$ cat config.mk
export PLATFORM = sky130hd
export DESIGN_NAME = genreg_controller
export DESIGN_NICKNAME = d
export VERILOG_FILES = /design/src/rtl/genreg_controller.sv
export SDC_FILE = /design/constraint.sdc
export NUM_CORES = 1
export LEC_CHECK = 0
export CAP_MARGIN = 20
export CORE_UTILIZATION = 39
export CTS_CLUSTER_DIAMETER = 30
export CTS_CLUSTER_SIZE = 16
export DETAILED_ROUTE_END_ITERATION = 8
export PLACE_DENSITY = 0.9
export REMOVE_ABC_BUFFERS = 1
export SYNTH_ARGS = -nofsm -noshare
export SYNTH_HDL_FRONTEND = slang
export SYNTH_SLANG_ARGS = --single-unit
$ cat constraint.sdc
create_clock -name clk -period 1.8 [get_ports clk]
set_clock_uncertainty 0.15 [all_clocks]
set_input_delay 0.45 -clock clk [delete_from_list [all_inputs] [get_ports clk]]
set_output_delay 0.45 -clock clk [all_outputs]
set_load 0.05 [all_outputs]
$ cat src/rtl/genreg_controller.sv
// genreg_controller: launches one generic-register bus read/write per GO rising edge, with req/ack handshake and timeout.
module genreg_controller #(
  parameter int ADDR_WIDTH     = 16,
  parameter int TIMEOUT_CYCLES = 1024
) (
  input  logic                  clk,
  input  logic                  reset_n,
  input  logic [31:0]           genreg_addr_ctrl,
  input  logic [31:0]           genreg_wr_data,
  output logic [31:0]           genreg_rd_data,
  output logic [31:0]           genreg_status,
  output logic [ADDR_WIDTH-1:0] gr_addr,
  output logic [31:0]           gr_wdata,
  output logic                  gr_we,
  output logic                  gr_req,
  input  logic [31:0]           gr_rdata,
  input  logic                  gr_ack
);
  localparam int CW = $clog2(TIMEOUT_CYCLES);
  typedef enum logic {IDLE, REQ} state_e;
  state_e                state_q;
  logic                  go_q;
  logic [CW-1:0]         cnt_q;
  logic [ADDR_WIDTH-1:0] addr_q;
  logic [31:0]           wdata_q;
  logic [31:0]           rd_q;
  logic                  we_q;
  logic                  req_q;
  logic                  done_q;
  logic                  to_q;
  logic                  ovr_q;
  logic                  go_edge;
  logic                  last;
  logic                  unused_ctrl;
  assign go_edge     = genreg_addr_ctrl[31] & ~go_q;
  assign last        = cnt_q == CW'(TIMEOUT_CYCLES - 1);
  assign unused_ctrl = ^genreg_addr_ctrl[29:ADDR_WIDTH];
  // go_q resets high so a GO already asserted at reset release is not an edge
  always_ff @(posedge clk) begin
    if (!reset_n) begin
      state_q <= IDLE;
      go_q    <= 1'b1;
      cnt_q   <= '0;
      addr_q  <= '0;
      wdata_q <= '0;
      rd_q    <= '0;
      we_q    <= 1'b0;
      req_q   <= 1'b0;
      done_q  <= 1'b0;
      to_q    <= 1'b0;
      ovr_q   <= 1'b0;
    end else begin
      go_q <= genreg_addr_ctrl[31];
      if (state_q == IDLE) begin
        if (go_edge) begin
          addr_q  <= genreg_addr_ctrl[ADDR_WIDTH-1:0];
          we_q    <= genreg_addr_ctrl[30];
          wdata_q <= genreg_wr_data;
          done_q  <= 1'b0;
          to_q    <= 1'b0;
          ovr_q   <= 1'b0;
          req_q   <= 1'b1;
          cnt_q   <= '0;
          state_q <= REQ;
        end
      end else begin
        if (go_edge) ovr_q <= 1'b1;
        if (gr_ack) begin
          req_q   <= 1'b0;
          done_q  <= 1'b1;
          state_q <= IDLE;
          if (!we_q) rd_q <= gr_rdata;
        end else if (last) begin
          req_q   <= 1'b0;
          done_q  <= 1'b1;
          to_q    <= 1'b1;
          state_q <= IDLE;
          if (!we_q) rd_q <= 32'hFFFF_FFFF;
        end else begin
          cnt_q <= cnt_q + CW'(1);
        end
      end
    end
  end
  assign genreg_rd_data = rd_q;
  assign genreg_status  = {28'b0, ovr_q, to_q, done_q, req_q};
  assign gr_addr        = addr_q;
  assign gr_wdata       = wdata_q;
  assign gr_we          = we_q;
  assign gr_req         = req_q;
endmodule

==> results of run 1 <==
[what timing repair did]
action / CTS / global route
gates cloned: 3 / 0
endpoints found under the setup margin: 43 / 44
pin swaps: 6 / 9
resized for setup: 12 / 40
setup buffers: 7 / 1
[sequential cells by signal (all words and copies together), names as in the netlist, 10 cells and up]
signal	count
gr_addr	16
cnt_q	10
gr_wdata	32
genreg_rd_data	32
[per-stage QoR]
step | instance area (µm²) | setup WS, ps | setup TNS [ps] | utilization | cells
detailed placement | 6490 | -273 | -20560 | 0.693 | 700
global route | 7110 | -123 | -3200 | 0.759 | 726
finish | 7110 | -73.8 | -1440 | 0.759 | 726
global placement | 6490 | -218 | -17040 | 0.693 | 700
CTS | 6840 | -12.1 | -51.2 | 0.730 | 726
floorplan | 3500 | -748 | -40800 | - | 376
[metal layers]
metal,wire [µm],up-vias
met5,0,-
met4,299,0
met3,1350,29
met2,6560,212
met1,4530,1769
li1,-,1736
[critical path: stages, from the launching register on]
cell and delay [ps]:
dfxtp_4 380, ha_4 130, nand4_1 160, buf_4 200, nor3_4 130, buf_6 160
o211a_4 290, o221a_4 210
[cell type report]
cell class / count / area (µm²) / share of cell area
Timing Repair Buffer: 202 / 2900 / 0.407
Sequential cell: 97 / 1950 / 0.274
Multi-Input combinational cell: 278 / 1890 / 0.265
Tap cell: 129 / 161 / 0.0227
Clock buffer: 11 / 141 / 0.0199
Clock inverter: 5 / 63.8 / 0.00897
Inverter: 4 / 15.0 / 0.00211
[report_power, final]
group | internal [W] | leakage, nW | switching [W]
sequential | 0.00221 | 0.788 | 0.0000754
combinational | 0.000486 | 1.92 | 0.000549
clock | 0.000693 | 0.100 | 0.000780
[logic make-up after synthesis]
logic type / after synthesis / synth area share
multiplexers: 3 / 0.00819
AO/OA/AOI/OAI: 105 / 0.206
XOR/XNOR: 1 / 0.00229
buffers and inverters: 65 / 0.114
AND/OR/NAND/NOR: 137 / 0.157
other: 1 / 0.000982
adder cells (fa/ha/maj): 1 / 0.00327
flip-flops: 97 / 0.508
[Yosys cell counts (2+ instances only)]
library cell | number | area share
inv_1 | 3 | 0.0029
o21a_1 | 2 | 0.0039
o221a_2 | 30 | 0.088
a21oi_1 | 55 | 0.072
buf_4 | 34 | 0.067
nor3_1 | 2 | 0.0026
clkbuf_8 | 2 | 0.0072
buf_2 | 2 | 0.0026
nand3_1 | 6 | 0.0079
buf_8 | 3 | 0.012
dfxtp_1 | 97 | 0.51
buf_1 | 5 | 0.0049
clkbuf_1 | 14 | 0.014
mux2i_1 | 2 | 0.0052
nand4_1 | 4 | 0.0065
nand2_1 | 102 | 0.10
nor2_1 | 10 | 0.0098
o221a_1 | 4 | 0.012
nand2b_1 | 2 | 0.0033
o21ai_0 | 6 | 0.0079
[final timing paths]
check | startpoint | endpoint
worst max register to register | cnt_q[0]$_SDFFE_PN0P_ | genreg_rd_data[13]$_SDFFE_PN0P_
worst min-delay path | gr_wdata[15]$_SDFFE_PN0P_ | gr_wdata[15]$_SDFFE_PN0P_
worst max-delay path | cnt_q[0]$_SDFFE_PN0P_ | genreg_rd_data[13]$_SDFFE_PN0P_
worst min register to register | gr_wdata[15]$_SDFFE_PN0P_ | gr_wdata[15]$_SDFFE_PN0P_
==> summary.md, run 1 <==
| Metric | Value |
|---|---|
| Global-route wire length before repair | 18.7 mm |
| Sequential share of the synthesized area | 0.508 |
| CP max FO | 8 |
| DRC viols | 0 |
| RD Place Congestion | 0.943 |
| Min-delay worst type | reg2reg |
| Die H | 101 µm |
| Worst reg-to-reg path cell count | 7 |
| Critical path arrival | 2020 ps |
| Worst skew pair latency | 340 ps |
| Reg2Reg Setup Slack | -70 ps |
| RSZ-0062 raised after global routing | yes |
| Area growth syn-to-layout | 86.2% |
| Worst hold stages | 2 |
| Effective utilization at floorplan | 0.408 |
| Hold_ws | 347 ps |
| CTS Sinks | 97 |
| Share of cells above drive strength 1 | 0.315 |
| Top Usage Layer GRT | met2 |
| Commonest non-fill, non-tap cell in the layout | nand2_1 |
| Mean Syn Cell Area | 9.32 µm² |
| Clock transition at path regs | 100 ps |
| Required @ worst endpoint | 1950 ps |
| EDFF count, synth | 0 |
| Largest net degree at the start of global routing | 49 |
| Tmin final | 1870 ps |
| Vias per inst | 5.16 |
| Pwr/cell area | 673 nW/µm² |
| Leak Pwr | 2.81 nW |
| Met2 usage | 0.425 |
| DR pass1 iterations | 4 |
| CTS Buf Count | 9 |
| Maximum vdd drop | 0.394 mV |
| Met1 usage | 0.246 |
| Drt wl/cell | 17.5 µm |
| Clock tree buffer depth | 2 |
| Detailed Place HPWL | 8.45 mm |
| Diode count | 0 |
| Synthesized flop and latch total | 97 |
| Ys flop type | dfxtp_1 |
| CTS Root Cell | clkbuf_8 |
| Post-CTS Hold Buffers | 0 |
| Crit Path Class | reg2reg |
| Yosys cell types | 45 |
| Gr ovfl total | 0 |
| Status | complete, but fails checks |
| Vias in the first global route | 3859 |
| Kind of end point of the critical path | flip-flop |
| H-tree Lvls | 3 |
| Max_cap viols | 0 |
| Final period utilization | 1.04 |
| Placeable Area | 9370 µm² |
| CP startpoint kind | flip-flop |
| Met3 Use GR | 0.0867 |
| Async S/R FF share, synth | 0 |
| Final nets | 692 |
| Total GRT Usage | 0.235 |
| Violated checks | setup timing |
| Synth Warn # | 0 |
| Setup-failing EPs final | 33 |
| CTS tree | built |
| IO buf count | 170 |
| Ports | 213 |
| Detail Route Antenna Nets | 0 |
| Initial antenna violation count | 0 |
| Commonest cells after routing, fill and taps aside | nand2_1 (102), dfxtp_1 (94), buf_12 (92) |
| WL final | 12.7 mm |
| Site row count | 35 |
| Drt initial violations | 139 |
| Post-Syn Area | 3820 µm² |
| Hold Violations, Final | 0 |
| Die extent in x | 101 µm |
| Max frequency | 534 MHz |
| Via count of the routed design | 3746 |
| Slew Limit Fails | 0 |
| Tot Pwr | 0.00479 W |
| Fill count | 577 |
| Die ar. | 10200 µm² |
| Post-route worst setup slack | -73.8 ps |
| Mapped Cells | 410 |
No activity file was read; power rests on OpenSTA's default activity.
==> inputs of run 2 (changes only) <==
- CORE_MARGIN: unset -> 2
- HOLD_SLACK_MARGIN: unset -> 0.15
- clock period: 1.8 -> 2 ns (I/O delays scaled with it)
==> summary.md, run 2 (synthesized netlist as in run 1, its figures left out) <==
| Metric | Value |
|---|---|
| Post-route worst setup slack | -5.71 ps (+68.1 ps) |
| Site row count | 36 (+2.9%) |
| Hold Crit Endpoint | gr_wdata[1]$_SDFFE_PN0P_ |
| Clock transition at path regs | 80 ps (-20 ps) |
| Reg2Reg Setup Slack | -6 ps (+70 ps) |
| Hold Violations, Final | 0 (unchanged) |
| CTS Buf Count | 9 (unchanged) |
| Setup-failing EPs final | 1 (-97%) |
| Worst skew pair latency | 350 ps (about the same) |
| CTS tree | built |
| IO buf count | 170 (unchanged) |
| Slew Limit Fails | 0 (unchanged) |
| Initial antenna violation count | 0 (unchanged) |
| Ports | 213 (unchanged) |
| Final period utilization | 1.00 (-0.0381) |
| Pwr/cell area | 692 nW/µm² (+2.7%) |
| Diode count | 0 (unchanged) |
| H-tree Lvls | 3 (unchanged) |
| CTS Sinks | 97 (unchanged) |
| Cell Int Power | 0.00274 W (-19%) |
| Gr ovfl total | 0 (unchanged) |
| Die extent in x | 103 µm (+2.0%) |
| Die H | 103 µm (+2.0%) |
| Via count of the routed design | 3513 (-6.2%) |
| Kind of end point of the critical path | flip-flop |
| Share of cells above drive strength 1 | 0.276 (-0.0388) |
| Worst hold stages | 2 (unchanged) |
| RSZ-0062 raised after global routing | yes |
| RD Place Congestion | 0.847 (-10%) |
| Psw | 0.00112 W (-20%) |
| Final nets | 681 (-1.6%) |
| Global-route wire length before repair | 15.2 mm (-19%) |
| R2R Path Start | cnt_q[1]$_SDFFE_PN0P_ |
| CP max FO | 16 (+8) |
| Vias per inst | 4.91 (-4.9%) |
| Sequential power share | 0.523 (+0.047) |
| Clock tree buffer depth | 2 (unchanged) |
| Max frequency | 499 MHz (-6.6%) |
| Total GRT Usage | 0.182 (-0.0529) |
| Post-layout util | 0.579 (-0.180) |
| Detail Route Antenna Nets | 0 (unchanged) |
| Required @ worst endpoint | 2150 ps (+200 ps) |
| Area growth syn-to-layout | 46.1% |
| Detailed Place HPWL | 7.42 mm (-12%) |
| Tmin final | 2010 ps (+132 ps) |
| Largest net degree at the start of global routing | 49 (unchanged) |
| CTS Root Cell | clkbuf_8 |
| WL final | 10.4 mm (-18%) |
| Drt initial violations | 112 (-19%) |
| CP startpoint kind | flip-flop |
| Violated checks | setup timing |
| Crit Path Class | reg2reg |
| Hold path start | gr_wdata[1]$_SDFFE_PN0P_ |
| Status | complete, but fails checks |
| Capturing point of the worst reg2reg path | genreg_rd_data[0]$_SDFFE_PN0P_ |
| Sw frac | 0.290 (-0.00322) |
| DR pass1 iterations | 4 (unchanged) |
| Fill count | 828 (+44%) |
| Effective utilization at floorplan | 0.396 (-0.0113) |
| Maximum vdd drop | 0.408 mV (+3.7%) |
| Combinational share of power | 0.195 (-0.021) |
| Max_cap viols | 0 (unchanged) |
| DRC viols | 0 (unchanged) |
| Min-delay worst type | reg2reg |
| Worst reg-to-reg path cell count | 6 (-1) |
| Commonest cells after routing, fill and taps aside | nand2_1 (102), buf_4 (102), dfxtp_1 (96) |
| Drt wl/cell | 14.6 µm (-17%) |
| Placeable Area | 9640 µm² (+2.9%) |
| Vias in the first global route | 3243 (-16%) |
| Post-CTS Hold Buffers | 0 (unchanged) |
| Die ar. | 10600 µm² (+4.0%) |
| Clock share of power | 0.282 (-0.026) |
| Setup WS pre-CTS | -99.1 ps (+174 ps) |
| Critical path arrival | 2160 ps (+140 ps) |
| Leak Pwr | 2.30 nW (-18%) |
==> run 2: cell type report <==
cell class                 count  area (µm²)  share of cell area
clock buffer                  12         145              0.0260
clock inverter                 1        5.00            0.000897
inverter                       4        15.0             0.00269
multi-input combinational    277        1580               0.283
sequential                    97        1940               0.348
tap                          133         166              0.0298
timing repair buffer         192        1730               0.309
==> run 2: metal layers <==
layer / up-vias / part of all wire / GRT usage / wire length (µm)
met5: - / 0 / 0 / 0
met4: 0 / 0.020 / 0.0769 / 207
met3: 14 / 0.11 / 0.0786 / 1140
met2: 163 / 0.47 / 0.298 / 4950
met1: 1629 / 0.40 / 0.209 / 4160
li1: 1707 / - / - / -
==> run 2: worst max-delay path, stage by stage (launching register included) <==
cell     delay (ps)
dfxtp_2         370
ha_1            190
nand4_1         110
buf_4           170
nor3_4          240
o211a_2         460
o221a_2         250
==> run 2: power groups by stage <==
stage / registers, W / clock network [W] / logic [W]
after floorplan: 0.00225 / 0 / 0.000219
after global placement: 0.00206 / 0 / 0.000737
after detailed placement: 0.00206 / 0 / 0.000746
after CTS: 0.00202 / 0.00112 / 0.000749
after global routing: 0.00203 / 0.00119 / 0.000791
final: 0.00202 / 0.00109 / 0.000751
==> run 2: worst max path at each step <==
stage / from / to / depth (start not counted)
CTS: cnt_q[1]$_SDFFE_PN0P_ / cnt_q[6]$_SDFFE_PN0P_ / 5
global route: cnt_q[1]$_SDFFE_PN0P_ / genreg_rd_data[4]$_SDFFE_PN0P_ / 6
detailed placement: gr_ack / genreg_rd_data[28]$_SDFFE_PN0P_ / 4
finish: cnt_q[1]$_SDFFE_PN0P_ / genreg_rd_data[0]$_SDFFE_PN0P_ / 6
global placement: genreg_addr_ctrl[31] / cnt_q[7]$_SDFFE_PN0P_ / 5
floorplan: genreg_addr_ctrl[31] / gr_addr[0]$_SDFFE_PN0P_ / 4
==> run 2: what timing repair did <==
item	in CTS	in global routing
buffers inserted	0	3
hold endpoints to repair	0	0
resized for setup	0	2
endpoints found under the setup margin	0	40
==> run 2: per-stage QoR <==
stage                     power, W  TNS (ps)  std cells  hold WS, ps  cell area [µm²]
after floorplan            0.00247    -29850        376          324             3500
after global placement     0.00280     -4570        698          293             5380
after detailed placement   0.00281     -6180        698          298             5380
after CTS                  0.00389         0        711          310             5530
after global routing       0.00401     -2420        716          331             5580
final                      0.00386     -5.71        716          307             5580
==> inputs of run 3 (changes only) <==
--- a/config.mk
+++ b/config.mk
@@ -6,5 +6,4 @@
 export NUM_CORES = 1
 export LEC_CHECK = 0
-export CAP_MARGIN = 20
 export CORE_MARGIN = 2
 export CORE_UTILIZATION = 39
==> constraint.sdc (replaced) <==
create_clock -name clk -period 2 [get_ports clk]
set_clock_uncertainty 0.15 [all_clocks]
set_input_delay 0.2 -clock clk [delete_from_list [all_inputs] [get_ports clk]]
set_output_delay 0.2 -clock clk [all_outputs]
set_load 0.05 [all_outputs]
==> summary.md, run 3 (synthesized netlist as in run 1, its figures left out) <==
| Metric | Value |
|---|---|
| Drt wl/cell | 15.0 µm (+2.9%) |
| Maximum vdd drop | 0.567 mV (+39%) |
| RD Place Congestion | 0.891 (+5.2%) |
| Post-layout util | 0.596 (+0.0167) |
| Pwr/cell area | 692 nW/µm² (+0.11%) |
| Max_cap viols | 0 (unchanged) |
| Clock transition at path regs | 80 ps (about the same) |
| Required @ worst endpoint | 2160 ps (about the same) |
| Via count of the routed design | 3507 (-0.17%) |
| CP max stage cell | dfxtp_2 |
| DRC viols | 0 (unchanged) |
| Max frequency | 517 MHz (+3.7%) |
| Final nets | 673 (-1.2%) |
| Detail Route Antenna Nets | 0 (unchanged) |
| Total GRT Usage | 0.183 (+0.000719) |
| Ports | 213 (unchanged) |
| Worst-path cell chain | ha_2 > nand4_1 > nor3_4 > buf_4 > o211a_4 > o221a_2 |
| CP startpoint kind | flip-flop |
| Slew Limit Fails | 0 (unchanged) |
| Layout Cells excl Fill | 707 (-1.3%) |
| Hold_ws | 225 ps (-81.4 ps) |
| Rel. slew slack | 0.629 |
| Commonest non-fill, non-tap cell in the layout | clkdlybuf4s50_1 |
| CTS tree | built |
| Worst skew pair latency | 360 ps (about the same) |
| Largest net degree at the start of global routing | 51 (+4.1%) |
| Critical path arrival | 2090 ps (-70 ps) |
| H-tree Lvls | 3 (unchanged) |
| Max incr delay on CP | 370 ps (-90 ps) |
| Min-delay worst type | in2reg |
| Vias in the first global route | 3227 (-0.49%) |
| CP max FO | 8 (-8) |
| Clock tree buffer depth | 2 (unchanged) |
| Commonest cells after routing, fill and taps aside | clkdlybuf4s50_1 (168), nand2_1 (102), dfxtp_1 (95) |
| RSZ-0062 raised after global routing | no |
| Leak Pwr | 2.09 nW (-8.9%) |
| Worst-Margin Slew | 555 ps |
| Kind of end point of the critical path | flip-flop |
| Gr ovfl total | 0 (unchanged) |
| Die extent in x | 103 µm (unchanged) |
| Die H | 103 µm (unchanged) |
| Diode count | 0 (unchanged) |
| Setup-failing EPs final | 0 (-1) |
| Area growth syn-to-layout | 50.3% |
| IO buf count | 170 (unchanged) |
| Placeable Area | 9640 µm² (unchanged) |
| Effective utilization at floorplan | 0.396 (unchanged) |
| Crit Path Class | reg2reg |
| CTS Buf Count | 9 (unchanged) |
| Cells after DPL | 690 (-1.1%) |
| Die ar. | 10600 µm² (unchanged) |
| Site row count | 36 (unchanged) |
| CTS Sinks | 97 (unchanged) |
| WL final | 10.6 mm (+1.6%) |
| Tmin final | 1930 ps (-70.9 ps) |
| Fill count | 801 (-3.3%) |
| Final period utilization | 0.967 (-0.0354) |
| Share of cells above drive strength 1 | 0.124 (-0.152) |
| Global-route wire length before repair | 15.1 mm (-0.68%) |
| Critical path's top delay family | simple AND/OR/NAND/NOR gates |
| Hold Violations, Final | 0 (unchanged) |
| Setup TNS | 0 ps (+5.71 ps) |
| Status | finished, final reports clean |
| Register area | 1950 µm² (+0.19%) |
| Initial antenna violation count | 0 (unchanged) |
| Post-CTS Hold Buffers | 0 (unchanged) |
| Multi-input logic area | 1600 µm² (+1.2%) |
| Vias per inst | 4.96 (+1.1%) |
| CTS Root Cell | clkbuf_8 |
| Detailed Place HPWL | 7.47 mm (+0.63%) |
| Drt initial violations | 105 (-6.3%) |
| DR pass1 iterations | 4 (unchanged) |
| Worst path bufs/invs | 1 (unchanged) |
## run 3: stage by stage
stage / power [W] / setup slack [ps] / cell area [µm²]
2_1_floorplan: 0.00247 / -458 / 3500
3_3_place_gp: 0.00280 / 155 / 5500
3_5_place_dp: 0.00282 / 43.6 / 5500
4_1_cts: 0.00402 / 15.8 / 5670
5_1_grt: 0.00414 / 4.05 / 5740
6_report: 0.00398 / 65.2 / 5740
## run 3: repair_timing
action	in CTS	in global routing
endpoints found under the setup margin	0	34
gates resized for setup	0	6
setup buffers	0	2
## run 3: final timing paths
kind,from,endpoint,slack [ps],cells after the start
max reg2reg,cnt_q[1]$_SDFFE_PN0P_,genreg_rd_data[23]$_SDFFE_PN0P_,70,6
min reg2reg,done_q$_SDFFE_PN0P_,done_q$_SDFFE_PN0P_,300,2
max,cnt_q[1]$_SDFFE_PN0P_,genreg_rd_data[23]$_SDFFE_PN0P_,70,6
min,genreg_wr_data[29],gr_wdata[29]$_SDFFE_PN0P_,230,3
## run 3: cell type report
class                   instances  share of cell area
repair buffers                183               0.321
flip-flops and latches         97               0.339
multi-input cells             278               0.278
clock inverters                 1             0.00523
inverters                       4             0.00261
clock buffers                  11              0.0246
well taps                     133              0.0290
## run 3: worst min-delay path, delay by kind of cell
family                 cells  cell delay (ps)
buffers and inverters      1              390
AO/OA/AOI/OAI              1               50
AND/OR/NAND/NOR            1               50
## run 3: layer usage
layer | share of wire | vias up | GRT usage
li1 | - | 1696 | -
met1 | 0.39 | 1623 | 0.195
met2 | 0.47 | 172 | 0.306
met3 | 0.11 | 16 | 0.0942
met4 | 0.026 | 0 | 0.0749
met5 | 0 | - | 0
## run 3: report_power, final
part | switching (W) | internal [W] | total (W)
Sequential | 0.0000310 | 0.00198 | 0.00202
Combinational | 0.000465 | 0.000297 | 0.000762
Clock | 0.000611 | 0.000586 | 0.00120
Total | 0.00111 | 0.00287 | 0.00398
